[config.mk]
export PLATFORM = sky130hd
export DESIGN_NAME = x_serializer_flat
export DESIGN_NICKNAME = d
export VERILOG_FILES = /design/src/rtl/x_serializer_if.sv /design/src/rtl/x_serializer.sv /design/src/flat_wrapper.sv
export SDC_FILE = /design/constraint.sdc
export NUM_CORES = 1
export LEC_CHECK = 0
export CAP_MARGIN = 20
export CORE_MARGIN = 1
export CORE_UTILIZATION = 50
export CTS_CLUSTER_DIAMETER = 60
export DETAILED_ROUTE_END_ITERATION = 16
export PLACE_DENSITY_LB_ADDON = 0.25
export SLEW_MARGIN = 40
export SYNTH_ARGS = -nofsm -noshare
export SYNTH_HDL_FRONTEND = slang
export SYNTH_SLANG_ARGS = --single-unit
[constraint.sdc]
create_clock -name clk -period 2.1 [get_ports clk]
set_clock_uncertainty 0.1 [all_clocks]
set_input_delay 0.42 -clock clk [delete_from_list [all_inputs] [get_ports clk]]
set_output_delay 0.42 -clock clk [all_outputs]
set_load 0.005 [all_outputs]
[src/rtl/x_serializer_if.sv]
// x_serializer_if: word handshake and serial framing bundle between producer and serializer
interface x_serializer_if #(
  parameter int WIDTH = 8
);
  logic [WIDTH-1:0] load_data;
  logic load_valid;
  logic load_ready;
  logic x;
  logic x_valid;
  logic last;
  logic [4:0] bit_idx;
  logic busy;
  logic [15:0] words_sent;
  modport master (
    output load_data, load_valid,
    input  load_ready, x, x_valid, last, bit_idx, busy, words_sent
  );
  modport slave (
    input  load_data, load_valid,
    output load_ready, x, x_valid, last, bit_idx, busy, words_sent
  );
endinterface

[src/rtl/x_serializer.sv]
// x_serializer: shifts WIDTH-bit words out on x one bit per clock with word framing and optional gaps
module x_serializer #(
  parameter int WIDTH = 8,
  parameter bit LSB_FIRST = 1'b0,
  parameter int GAP = 0,
  parameter bit IDLE_VAL = 1'b0
) (
  input logic clk,
  input logic reset,
  x_serializer_if.slave bus
);
  typedef enum logic [1:0] {IDLE, SHIFT, PAUSE} state_t;
  localparam logic [4:0] LAST_IDX = 5'(WIDTH - 1);
  state_t state;
  logic [WIDTH-1:0] sr;
  logic [3:0] gap_cnt;
  logic word_end, gap_end, accept;
  assign word_end = state == SHIFT && bus.last;
  assign gap_end = state == PAUSE && gap_cnt == 4'(GAP - 1);
  assign bus.load_ready = !reset && (state == IDLE || (word_end && GAP == 0) || gap_end);
  assign accept = bus.load_valid && bus.load_ready;
  assign bus.busy = state != IDLE;
  // sr holds the not-yet-presented bits; the bit on x is already removed from it
  always_ff @(posedge clk or posedge reset)
    if (reset) begin
      state <= IDLE;
      sr <= '0;
      gap_cnt <= '0;
      bus.x <= IDLE_VAL;
      bus.x_valid <= 1'b0;
      bus.last <= 1'b0;
      bus.bit_idx <= '0;
      bus.words_sent <= '0;
    end else begin
      if (word_end) bus.words_sent <= bus.words_sent + 16'd1;
      if (accept) begin
        state <= SHIFT;
        bus.x <= LSB_FIRST ? bus.load_data[0] : bus.load_data[WIDTH-1];
        sr <= LSB_FIRST ? bus.load_data >> 1 : bus.load_data << 1;
        bus.x_valid <= 1'b1;
        bus.last <= 1'b0;
        bus.bit_idx <= '0;
      end else if (state == SHIFT && !bus.last) begin
        bus.x <= LSB_FIRST ? sr[0] : sr[WIDTH-1];
        sr <= LSB_FIRST ? sr >> 1 : sr << 1;
        bus.bit_idx <= bus.bit_idx + 5'd1;
        bus.last <= bus.bit_idx == LAST_IDX - 5'd1;
      end else if (word_end) begin
        state <= GAP > 0 ? PAUSE : IDLE;
        gap_cnt <= '0;
        bus.x <= IDLE_VAL;
        bus.x_valid <= 1'b0;
        bus.last <= 1'b0;
        bus.bit_idx <= '0;
      end else if (state == PAUSE) begin
        state <= gap_end ? IDLE : PAUSE;
        gap_cnt <= gap_cnt + 4'd1;
      end
    end
endmodule
[src/flat_wrapper.sv]
// flat-port wrapper written by rule: the top's interface ports become plain ports
module x_serializer_flat 
#(
  parameter int WIDTH = 8,
  parameter bit LSB_FIRST = 1'b0,
  parameter int GAP = 0,
  parameter bit IDLE_VAL = 1'b0
)
  (clk, reset, bus_load_data, bus_load_valid, bus_load_ready, bus_x, bus_x_valid, bus_last, bus_bit_idx, bus_busy, bus_words_sent);
  x_serializer_if #(.WIDTH(WIDTH)) bus_i ();
  input logic clk;
  input logic reset;
  input wire logic [$bits(bus_i.load_data)-1:0] bus_load_data;
  input wire logic [$bits(bus_i.load_valid)-1:0] bus_load_valid;
  output wire logic [$bits(bus_i.load_ready)-1:0] bus_load_ready;
  output wire logic [$bits(bus_i.x)-1:0] bus_x;
  output wire logic [$bits(bus_i.x_valid)-1:0] bus_x_valid;
  output wire logic [$bits(bus_i.last)-1:0] bus_last;
  output wire logic [$bits(bus_i.bit_idx)-1:0] bus_bit_idx;
  output wire logic [$bits(bus_i.busy)-1:0] bus_busy;
  output wire logic [$bits(bus_i.words_sent)-1:0] bus_words_sent;
  assign bus_i.load_data = bus_load_data;
  assign bus_i.load_valid = bus_load_valid;
  assign bus_load_ready = bus_i.load_ready;
  assign bus_x = bus_i.x;
  assign bus_x_valid = bus_i.x_valid;
  assign bus_last = bus_i.last;
  assign bus_bit_idx = bus_i.bit_idx;
  assign bus_busy = bus_i.busy;
  assign bus_words_sent = bus_i.words_sent;
  x_serializer #(.WIDTH(WIDTH), .LSB_FIRST(LSB_FIRST), .GAP(GAP), .IDLE_VAL(IDLE_VAL)) u_core (.clk(clk), .reset(reset), .bus(bus_i));
endmodule
# --- After elaboration in Yosys (flattened, before gate mapping) ---
# Cells that the tools add are included.
classes:
  muxes: 19
  bitwise_logic: 2
  n_eq_ne: 5
  reduce_logical: 19
  addsub: 3
op_table:
  columns: ["cell", "count"]
  rows:
  - ["16-bit by 1-bit adder with 16-bit output (second input constant)", 1]
  - ["8-bit two-way mux", 2]
  - ["5-bit two-way mux", 3]
  - ["2-bit two-way mux", 5]
  - ["4-bit two-way mux", 2]
  - ["2-bit nonzero test", 4]
  - ["1-bit two-way mux", 7]
  - ["3-bit nonzero test", 2]
  - ["5-bit by 1-bit adder with 5-bit output (second input constant)", 1]
  - ["5-bit by 3-bit == test with 1-bit output (second input constant)", 1]
  - ["1-bit logical AND", 5]
  - ["4-bit by 1-bit adder with 4-bit output (second input constant)", 1]
  - ["4-bit == test (second input constant)", 1]
  - ["2-bit AND reduction", 2]
  - ["3-bit AND reduction", 1]
  - ["2-bit by 1-bit == test with 1-bit output (second input constant)", 1]
  - ["2-bit == test (second input constant)", 1]
  - ["1-bit zero test", 2]
  - ["2-bit zero test", 1]
  - ["1-bit logical OR", 2]
  - ["2-bit by 1-bit inequality test with 1-bit output (second input constant)", 1]
  - ["1-bit inverter", 2]
word_totals:
  elab_cells: 56
  register_bits: 38
  inputBits: 11

# --- Logic depth before layout (Yosys ltp) ---
# Gate-level depths: netlist of run 1.
logic_depth:
  depth_word: 8
  ltp_mapped: 6

# --- Least setup slack after synthesis of run 1 ---
# Ideal clock, no wire load.
synth_path:
  path_kind: "flip-flop to flip-flop"
  start: "register u_core.state[1]"
  end: "register u_core.bus.words_sent[12]"
  path_stages_with_launch: 6
  arrival_time_ns: 1.460
  n_path_buf: 1
  slack_ns: 0.415
  path_cell_list: "dfrtp_1 -> buf_4 -> nand3b_4 -> or4_4 -> nand2b_4 -> xnor2_2"
synth_between:
  elab_chain_cells: 2
synth_lines:
  columns: ["item", "line_no", "source"]
  rows:
  - ["from (decl)", "x_serializer.sv:14", "state_t state;"]
  - ["from (signal assigned)", "x_serializer.sv:49", "state <= GAP > 0 ? PAUSE : IDLE;"]
  - ["from (signal assigned)", "x_serializer.sv:56", "state <= gap_end ? IDLE : PAUSE;"]
  - ["2-bit by 1-bit == test with 1-bit output", "x_serializer.sv:18", "assign word_end = state == SHIFT && bus.last;"]
  - ["1-bit logical AND", "x_serializer.sv:18", null]
  - ["to (signal assigned)", "x_serializer.sv:35", "if (word_end) bus.words_sent <= bus.words_sent + 16'd1;"]
  - ["to (decl)", "x_serializer_if.sv:20", "output load_ready, x, x_valid, last, bit_idx, busy, words_sent"]
# Every way passes these cells.
# A chain may end at the register's enable or synchronous reset.

# --- Worst setup path after layout of run 1 ---
layout_path:
  start: "register u_core.gap_cnt[1]"
  end: "output bus_load_ready"
layout_between:
  elab_chain_cells: 4
layout_lines:
  columns: ["item", "line_no", "source"]
  rows:
  - ["from (decl)", "x_serializer.sv:16", "logic [3:0] gap_cnt;"]
  - ["from (signal assigned)", "x_serializer.sv:57", "gap_cnt <= gap_cnt + 4'd1;"]
  - ["4-bit == test", "x_serializer.sv:19", "assign gap_end = state == PAUSE && gap_cnt == 4'(GAP - 1);"]
  - ["1-bit logical AND", "x_serializer.sv:19", null]
  - ["1-bit logical OR", "x_serializer.sv:20", "assign bus.load_ready = !reset && (state == IDLE || (word_end && GAP == 0) || gap_end);"]
  - ["1-bit logical AND", "x_serializer.sv:20", null]
  - ["to (decl)", "flat_wrapper.sv:15", "output wire logic [$bits(bus_i.load_ready)-1:0] bus_load_ready;"]
# Every way passes these cells.

==> results.sh, run 1 <==
export IMPL_status="finished, final reports clean"
export IMPL_num_rows=21
export IMPL_r2r_start="u_core.gap_cnt[1]"
export IMPL_htreeDepth=2
export IMPL_initial_core_util_pct=53.2
export IMPL_setup_tns_ns=0
export IMPL_crit_type="flop to primary output"
export IMPL_io_pins=37
export IMPL_antenna_cells=0
export IMPL_hpwl_um=2870
export IMPL_grt_pass1_wl_um=6290
export IMPL_wirelength_um=3950
export IMPL_reg2regPathDepth=8
export IMPL_place_ws_ns=-0.0436
export IMPL_regArea_sq_um=926
export IMPL_r2r_end="u_core.sr[7]"
export IMPL_post_dp_cell_area_sq_um=2270
export IMPL_drc=0
export IMPL_ir_drop_v=0.000614
export IMPL_fin_ws_ns=0.0613
export IMPL_setup_violations=0
export IMPL_yosysWarnings=0
export IMPL_cp_endpoint="bus_load_ready"
export IMPL_netlist_area_sq_um=1800
export IMPL_synth_area_leaders="dfrtp_1, xnor2_1, a22o_1"
export IMPL_holdBufCountCts=0
export IMPL_synth_common_cells="dfrtp_1, nand2_1, o21ai_0, xnor2_1"
export IMPL_fmax_mhz=491
export IMPL_rsz0062_at_grt="false"
export IMPL_drt_pass1_iter_count=4
export IMPL_synth_seq_area_share_pct=51.4
export IMPL_drive_gt1_share_pct=15.7
export IMPL_worst_endpoint_required_ns=1.58
export IMPL_grt_ovfl_total=0
export IMPL_synth_simple_area_share_pct=19.3
export IMPL_leakage_uw=0.00112
export IMPL_post_drt_wl_per_cell_um=15.1
export IMPL_cts_made_buffers=5
export IMPL_rrSetupSlack_ns=0.19
export IMPL_setup_worst_path_start="u_core.gap_cnt[1]"
export IMPL_crit_path_max_fanout=3
export IMPL_powerDensity_nw_per_um2=898
export IMPL_synthFlopType="dfrtp_1"
export IMPL_grt_use_total_pct=23.4
export IMPL_worstMarginPinSlew_ns=0.616
export IMPL_cts_tree="built"
export IMPL_die_x_um=62.1
export IMPL_syn_nets=181
export IMPL_synth_most_common_cell="dfrtp_1"
export IMPL_avgSynthCellArea_sq_um=10.9
export IMPL_drv_slew=0
export IMPL_cts_max_path_buffers=2
export IMPL_period_share_pct=97.1
export IMPL_fin_cells=262
export IMPL_globalplace_congestion=0.896
export IMPL_grt_max_degree=38
export IMPL_grt_pass1_vias=1374
export IMPL_core_area_sq_um=3390
export IMPL_cp_slowest_cell="dfrtp_1"
export IMPL_area_delta_synth_final_pct=30.5
export IMPL_hp_class="flop to flop"
export IMPL_yosys_area_top_type="dfrtp_1"
export IMPL_dieArea_sq_um=3850
export IMPL_synth_xor_xnor_area_share_pct=9.09
export IMPL_io_buffers=36
export IMPL_yosysTopAreaCellShare_pct=51.4
export IMPL_synth_compound_area_share_pct=14.4
export IMPL_design_area_sq_um=2350
export IMPL_dr_total_vias=1466
export IMPL_dpl_cell_count=253
export IMPL_insertion_delay_ns=0.35
export IMPL_synth_fa_ha_area_share_pct=2.78
export IMPL_synth_distinct_cells=40
export IMPL_antenna_found_initial=0
export IMPL_via_per_inst=5.60
export IMPL_synthCells=166
export IMPL_path_clk_slew_ns=0.11
export IMPL_drv_cap=0
export IMPL_arrival_ns=1.52
export IMPL_detail_route_iter0_violations=82
export IMPL_multiInputGateArea_sq_um=841
export IMPL_drtAntennaViolNets=0
export IMPL_finalCriticalPeriod_ns=2.04
export IMPL_synth_edff_count=0
export IMPL_synth_top_family_by_area="simple AND/OR/NAND/NOR gates"
export IMPL_hold_viol_final=0
export IMPL_slew_headroom_pct=58.7
export IMPL_cts_num_sinks=37
export IMPL_end_kind="primary output"
export IMPL_cts_root_buf="clkbuf_4"
export IMPL_path_cells="ha_4, nand4b_1, and2_4, nor3_2, buf_2"
export IMPL_ys_ff_latch=37
export IMPL_nFillCells=250
export IMPL_slowest_delay_ns=0.44
export IMPL_synthMuxAreaShare_pct=0
export IMPL_worstSetupStartpointType="flop"
export IMPL_nets=231
export IMPL_synthArstFlopShare_pct=100
export IMPL_die_h_um=62.1
## power breakdown
| group | total [uW] | internal (uW) | switching (uW) |
|---|---|---|---|
| clock network | 383 | 158 | 225 |
| logic | 728 | 393 | 335 |
| registers | 1000 | 856 | 147 |
| total | 2110 | 1410 | 707 |
## logic make-up (layout without fill, tap and decap cells)
logic type	Yosys count	in the layout
flip-flops	37	37
XOR/XNOR	17	17
adder cells (fa/ha/maj)	4	4
buffers and inverters	13	63
AO/OA/AOI/OAI	37	37
AND/OR/NAND/NOR	58	58
## worst min-delay path by stage
stage,start,end,slack (ns),depth (start not counted)
6_report,u_core.bus.words_sent[15],u_core.bus.words_sent[15],0.38,1
5_1_grt,u_core.bus.words_sent[15],u_core.bus.words_sent[15],0.41,1
4_1_cts,u_core.sr[3],u_core.sr[3],0.39,1
3_5_place_dp,u_core.sr[4],u_core.sr[4],0.37,1
3_3_place_gp,u_core.sr[2],u_core.sr[2],0.36,1
2_1_floorplan,u_core.sr[7],u_core.sr[7],0.35,1
## final cells by class
type	instances	area share [%]
multi-input combinational	116	35.7
clock buffer	7	2.34
inverter	8	1.28
tap	46	2.45
sequential	37	39.3
timing repair buffer	48	18.9
## state kept, by name, indices dropped and copies added, names as in the netlist
name	count
u_core.bus.bit_idx	5
u_core.bus.last	1
u_core.bus.words_sent	16
u_core.bus.x	1
u_core.bus.x_valid	1
u_core.gap_cnt	4
u_core.sr	7
u_core.state	2
## critical path: cells and delay by family (launching register included)
family | cells | cell delay [ns]
buf+inv | 1 | 0.13
simple gates | 3 | 0.42
fa+ha+maj | 1 | 0.17
flops | 1 | 0.44
## per-layer routing
layer | wire, um | part of all wire, % | vias to the layer above | global-route usage [%]
met4 | 113 | 2.9 | 0 | 11.7
met3 | 188 | 4.8 | 18 | 7.25
met5 | 0 | 0 | - | 0
li1 | - | - | 687 | -
met2 | 2070 | 52 | 49 | 38.9
met1 | 1580 | 40 | 712 | 27.2
## timing repair
action,in CTS,in global routing
gates resized for setup,8,1
pin swaps,0,1
setup endpoints to repair,2,1
hold endpoints to repair,0,0
setup buffers,1,1
cloned,0,0
## cell usage in the layout, fill, tap and decap left out, drive strengths merged, types with 2 or more instances in the layout
master and n:
clkdlybuf4s50 34, a21oi 3, or2 2, a211oi 3, inv 8, nor3 5, nand2 16, xnor2 11
nor2 6, nor2b 2, clkbuf 7, nand3 8, dfrtp 37, a22o 8, buf 13, a21o 8
ha 4, nand2b 5, and3 3, nand4 3, o21ai 10, xor2 6
## stage by stage
stage	hold WS [ns]	util (%)	power, uW
floorplan	0.348	-	1400
global placement	0.359	67.0	1710
detailed placement	0.365	67.0	1750
CTS	0.394	69.4	2130
global route	0.412	69.4	2250
finish	0.383	69.4	2110
No activity file was read; power rests on OpenSTA's default activity.
==> run 2: changes to the inputs <==
--- a/config.mk
+++ b/config.mk
@@ -11,6 +11,7 @@
 export CTS_CLUSTER_DIAMETER = 60
 export DETAILED_ROUTE_END_ITERATION = 16
 export PLACE_DENSITY_LB_ADDON = 0.25
+export SKIP_LAST_GASP = 1
 export SLEW_MARGIN = 40
 export SYNTH_ARGS = -nofsm -noshare
 export SYNTH_HDL_FRONTEND = slang
==> run 2 against run 1 <==
Compared with the run above: first-iteration DRC count up 15%; count of clock-buffer cells in the layout unchanged; non-clock buffer count is the same; maximum frequency decreased by 0.66%; setup slack lost 0.014 ns; design area unchanged; sequential cell count is the same; utilization unchanged; combinational power is essentially flat; final cell count did not move; critical path type unchanged; register-to-register slack hardly changed.
==> results.sh, run 2 (synthesized netlist as in run 1, its figures left out) <==
export IMPL_post_dp_cell_area_sq_um=2270
export IMPL_drv_cap=0
export IMPL_htreeDepth=2
export IMPL_antenna_cells=0
export IMPL_die_h_um=62.1
export IMPL_ir_drop_v=0.000614
export IMPL_cts_root_buf="clkbuf_4"
export IMPL_initial_core_util_pct=53.2
export IMPL_p_sw_uw=708
export IMPL_cts_made_buffers=5
export IMPL_fin_ws_ns=0.0477
export IMPL_drt_pass1_iter_count=4
export IMPL_path_clk_slew_ns=0.11
export IMPL_worstSetupStartpointType="flop"
export IMPL_post_drt_wl_per_cell_um=15.3
export IMPL_die_x_um=62.1
export IMPL_layout_common_cells="dfrtp_1, clkdlybuf4s50_1, nand2_1, buf_4"
export IMPL_cp_num_buf_inv=1
export IMPL_grt_max_degree=38
export IMPL_worstMarginPinSlew_ns=0.616
export IMPL_finalCriticalPeriod_ns=2.05
export IMPL_hold_ws_ns=0.383
export IMPL_p_clk_share_pct=18.0
export IMPL_layout_commonest_cell="dfrtp_1"
export IMPL_multiInputGateArea_sq_um=841
export IMPL_grt_pass1_wl_um=6200
export IMPL_grt_ovfl_total=0
export IMPL_p_int_uw=1410
export IMPL_powerDensity_nw_per_um2=899
export IMPL_design_area_sq_um=2350
export IMPL_detail_route_iter0_violations=94
export IMPL_drc=0
export IMPL_place_ws_ns=-0.0436
export IMPL_drtAntennaViolNets=0
export IMPL_worst_endpoint_required_ns=1.58
export IMPL_leakage_uw=0.00112
export IMPL_via_per_inst=5.58
export IMPL_crit_type="flop to primary output"
export IMPL_dr_total_vias=1463
export IMPL_core_area_sq_um=3390
export IMPL_period_share_pct=97.7
export IMPL_antenna_found_initial=0
export IMPL_cp_slowest_cell="dfrtp_1"
export IMPL_grt_use_total_pct=23.1
export IMPL_largestRegisters="u_core.bus.words_sent x16, u_core.sr x7, u_core.bus.bit_idx x5"
export IMPL_cts_tree="built"
export IMPL_nets=231
export IMPL_largest_reg_flops=16
export IMPL_regArea_sq_um=926
export IMPL_hpwl_um=2870
export IMPL_end_kind="primary output"
export IMPL_cts_num_sinks=37
export IMPL_num_rows=21
export IMPL_crit_path_max_fanout=3
export IMPL_hp_class="flop to flop"
export IMPL_hold_viol_final=0
export IMPL_cts_max_path_buffers=2
export IMPL_drv_slew=0
export IMPL_status="finished, final reports clean"
export IMPL_setup_violations=0
export IMPL_dieArea_sq_um=3850
export IMPL_cp_top_family="flip-flops"
export IMPL_slew_headroom_pct=58.7
export IMPL_grt_pass1_vias=1356
export IMPL_largest_register="u_core.bus.words_sent"
export IMPL_area_delta_synth_final_pct=30.5
export IMPL_path_cells="ha_4, nand4b_1, and2_4, nor3_2, buf_2"
export IMPL_rrSetupSlack_ns=0.18
export IMPL_insertion_delay_ns=0.35
export IMPL_p_seq_share_pct=47.4
export IMPL_globalplace_congestion=0.896
export IMPL_arrival_ns=1.53
export IMPL_io_pins=37
export IMPL_sw_frac_of_total_pct=33.5
export IMPL_wirelength_um=4000
export IMPL_holdBufCountCts=0
export IMPL_io_buffers=36
export IMPL_nFillCells=250
export IMPL_combPwrFrac_pct=34.5
export IMPL_slowest_delay_ns=0.45
export IMPL_drive_gt1_share_pct=15.7
export IMPL_fmax_mhz=487
export IMPL_rsz0062_at_grt="false"
-- run 2: cell counts in the layout (fill, tap and decap cells not counted) --
Identical to the previous run, type by type.
-- run 2: area by class of cell --
cell class / instances / share of cell area (%)
Clock buffer: 7 / 2.34
Inverter: 8 / 1.28
Multi-Input combinational cell: 116 / 35.7
Sequential cell: 37 / 39.3
Tap cell: 46 / 2.45
Timing Repair Buffer: 48 / 18.9
-- run 2: final timing paths --
| kind | from | depth (start not counted) | end |
|---|---|---|---|
| worst min register to register | u_core.bus.words_sent[15] | 1 | u_core.bus.words_sent[15] |
| worst max-delay path | u_core.gap_cnt[1] | 5 | bus_load_ready |
| min in group asynchronous | reset | 4 | u_core.gap_cnt[3] |
| worst min-delay path | u_core.bus.words_sent[15] | 1 | u_core.bus.words_sent[15] |
| max in group asynchronous | reset | 4 | u_core.bus.words_sent[4] |
| worst max register to register | u_core.gap_cnt[1] | 8 | u_core.sr[7] |
-- run 2: metal layers --
layer  wire, um  part of all wire (%)  track usage (%)
met5          0                     0                0
met4         80                   2.0             10.8
met3        194                   4.8             6.83
met2       2110                    53             38.6
met1       1620                    40             27.2
-- run 2: power by group through the flow --
stage | Clock [uW] | Sequential [uW] | Combinational, uW
5_1_grt | 425 | 1020 | 807
3_3_place_gp | 0 | 1000 | 705
6_report | 382 | 1000 | 730
2_1_floorplan | 0 | 990 | 410
3_5_place_dp | 0 | 1010 | 741
4_1_cts | 392 | 1000 | 738
-- run 2: repair_timing --
item	4_1_cts	5_1_grt
resized for setup	7	2
setup buffers	1	1
endpoints found under the setup margin	2	1
pin swaps	0	1
-- run 2: worst register-to-register path: cells and delay by family (launching register included) --
kind                       cells  cell delay (ns)
and+or+nand+nor                1             0.14
AOI/OAI and AO/OA              3             0.48
DFF                            1             0.45
buffers and inverters          3             0.51
adders and majority gates      1             0.17
-- run 2: metrics by stage --
| stage | std cells | utilization, % | TNS (ns) | power, uW |
|---|---|---|---|---|
| 4_1_cts | 261 | 69.3 | -0.0717 | 2130 |
| 6_report | 262 | 69.4 | 0 | 2110 |
| 3_5_place_dp | 253 | 67.0 | -0.0436 | 1750 |
| 5_1_grt | 262 | 69.4 | 0 | 2250 |
| 2_1_floorplan | 166 | - | 0 | 1400 |
| 3_3_place_gp | 253 | 67.0 | 0 | 1710 |
==> run 3: changes to the inputs <==
--- a/config.mk
+++ b/config.mk
@@ -7,7 +7,7 @@
 export LEC_CHECK = 0
 export CAP_MARGIN = 20
 export CORE_MARGIN = 1
-export CORE_UTILIZATION = 50
+export CORE_UTILIZATION = 45
 export CTS_CLUSTER_DIAMETER = 60
 export DETAILED_ROUTE_END_ITERATION = 16
 export PLACE_DENSITY_LB_ADDON = 0.25
==> run 3 against run 2 <==
Compared with the run above: highest routed layer unchanged; combinational power decreased by 4.8%; hold slack got worse by 0.0072 ns; critical path depth unchanged; largest cell class unchanged.
==> results.sh, run 3 (synthesized netlist as in run 1, its figures left out) <==
export IMPL_drtAntennaViolNets=0
export IMPL_setup_violations=0
export IMPL_cts_tree="built"
export IMPL_place_ws_ns=-0.0413
export IMPL_arrival_ns=1.44
export IMPL_ir_drop_v=0.000756
export IMPL_dr_total_vias=1418
export IMPL_hold_viol_final=0
export IMPL_grt_ovfl_total=0
export IMPL_end_kind="primary output"
export IMPL_path_clk_slew_ns=0.07
export IMPL_drv_slew=0
export IMPL_nFillCells=320
export IMPL_die_h_um=65.3
export IMPL_status="finished, final reports clean"
export IMPL_wirelength_um=3730
export IMPL_largest_register="u_core.bus.words_sent"
export IMPL_slew_headroom_pct=62.6
export IMPL_area_delta_synth_final_pct=31.9
export IMPL_via_per_inst=5.41
export IMPL_grt_pass1_wl_um=6200
export IMPL_largest_reg_flops=16
export IMPL_detail_route_iter0_violations=49
export IMPL_finalCriticalPeriod_ns=1.96
export IMPL_drt_pass1_iter_count=4
export IMPL_worstSetupStartpointType="flop"
export IMPL_layout_commonest_cell="dfrtp_1"
export IMPL_die_x_um=65.3
export IMPL_largestRegisters="u_core.bus.words_sent x16, u_core.sr x7, u_core.bus.bit_idx x5"
export IMPL_num_rows=22
export IMPL_antenna_found_initial=0
export IMPL_post_drt_wl_per_cell_um=14.2
export IMPL_grt_use_total_pct=19.5
export IMPL_powerDensity_nw_per_um2=945
export IMPL_period_share_pct=93.5
export IMPL_layout_common_cells="dfrtp_1, clkdlybuf4s50_1, nand2_1"
export IMPL_fmax_mhz=509
export IMPL_fin_ws_ns=0.136
export IMPL_io_buffers=36
export IMPL_post_dp_cell_area_sq_um=2260
export IMPL_fin_util_pct=63.5
export IMPL_worst_endpoint_required_ns=1.58
export IMPL_cts_max_path_buffers=2
export IMPL_cts_root_buf="clkbuf_8"
export IMPL_rsz0062_at_grt="false"
export IMPL_globalplace_congestion=0.982
export IMPL_cts_made_buffers=5
export IMPL_drv_cap=0
export IMPL_worstMarginPinSlew_ns=0.558
export IMPL_drc=0
export IMPL_hp_class="flop to flop"
export IMPL_antenna_cells=0
export IMPL_core_area_sq_um=3740
export IMPL_io_pins=37
export IMPL_initial_core_util_pct=48.2
export IMPL_nets=228
export IMPL_drive_gt1_share_pct=15.4
export IMPL_crit_path_max_fanout=4
export IMPL_crit_type="flop to primary output"
export IMPL_insertion_delay_ns=0.29
export IMPL_dieArea_sq_um=4260
export IMPL_fin_cells=262
export IMPL_design_area_sq_um=2380
export IMPL_grt_pass1_vias=1373
export IMPL_hpwl_um=2560
export IMPL_cts_num_sinks=37
export IMPL_dpl_cell_count=253
export IMPL_grt_max_degree=38
export IMPL_htreeDepth=2
export IMPL_leakage_uw=0.00112
run 3: through the flow:
stage,setup TNS [ns],hold slack (ns),power [uW]
6_report,0,0.376,2250
5_1_grt,0,0.405,2390
4_1_cts,0,0.383,2270
3_5_place_dp,-0.0413,0.369,1720
3_3_place_gp,0,0.362,1700
2_1_floorplan,0,0.348,1400
run 3: final timing paths:
check                                                from                         to  slack [ns]  cells past startpoint
worst min register to register  u_core.bus.words_sent[15]  u_core.bus.words_sent[15]        0.38                      1
min in group asynchronous                           reset          u_core.gap_cnt[3]        0.62                      4
worst max register to register            u_core.state[1]  u_core.bus.words_sent[12]        0.26                      4
worst min-delay path            u_core.bus.words_sent[15]  u_core.bus.words_sent[15]        0.38                      1
worst max-delay path                    u_core.gap_cnt[0]             bus_load_ready        0.14                      5
max in group asynchronous                           reset            u_core.state[1]        0.94                      4
run 3: cell type report:
class	instances	area, sq um	area share, %
flip-flops and latches	37	927	39.0
multi-input cells	116	838	35.2
repair buffers	45	422	17.7
clock buffers	7	96.3	4.05
well taps	48	60.1	2.52
inverters	8	30.0	1.26
clock inverters	1	5.00	0.210
run 3: where the power goes:
part / internal, uW / total, uW / switching, uW
combinational: 383 / 695 / 312
sequential: 857 / 1010 / 150
clock: 296 / 544 / 248
run 3: what timing repair did:
action                     CTS  global route
hold buffers                 0             0
resized for setup            7             1
buffers inserted             1             0
setup endpoints to repair    2             1
run 3: metal layers:
| metal | GRT usage, % | vias to the layer above | share of wire (%) |
|---|---|---|---|
| li1 | - | 677 | - |
| met1 | 24.6 | 698 | 44 |
| met2 | 31.1 | 34 | 50 |
| met3 | 5.21 | 9 | 4.1 |
| met4 | 8.97 | 0 | 1.9 |
| met5 | 0 | - | 0 |
run 3: worst max-delay path: stages (launching register included):
cell      delay [ns]
dfrtp_1         0.40
ha_4            0.17
nand4b_1        0.11
and2_1          0.20
nor3_2          0.13
clkbuf_2        0.14
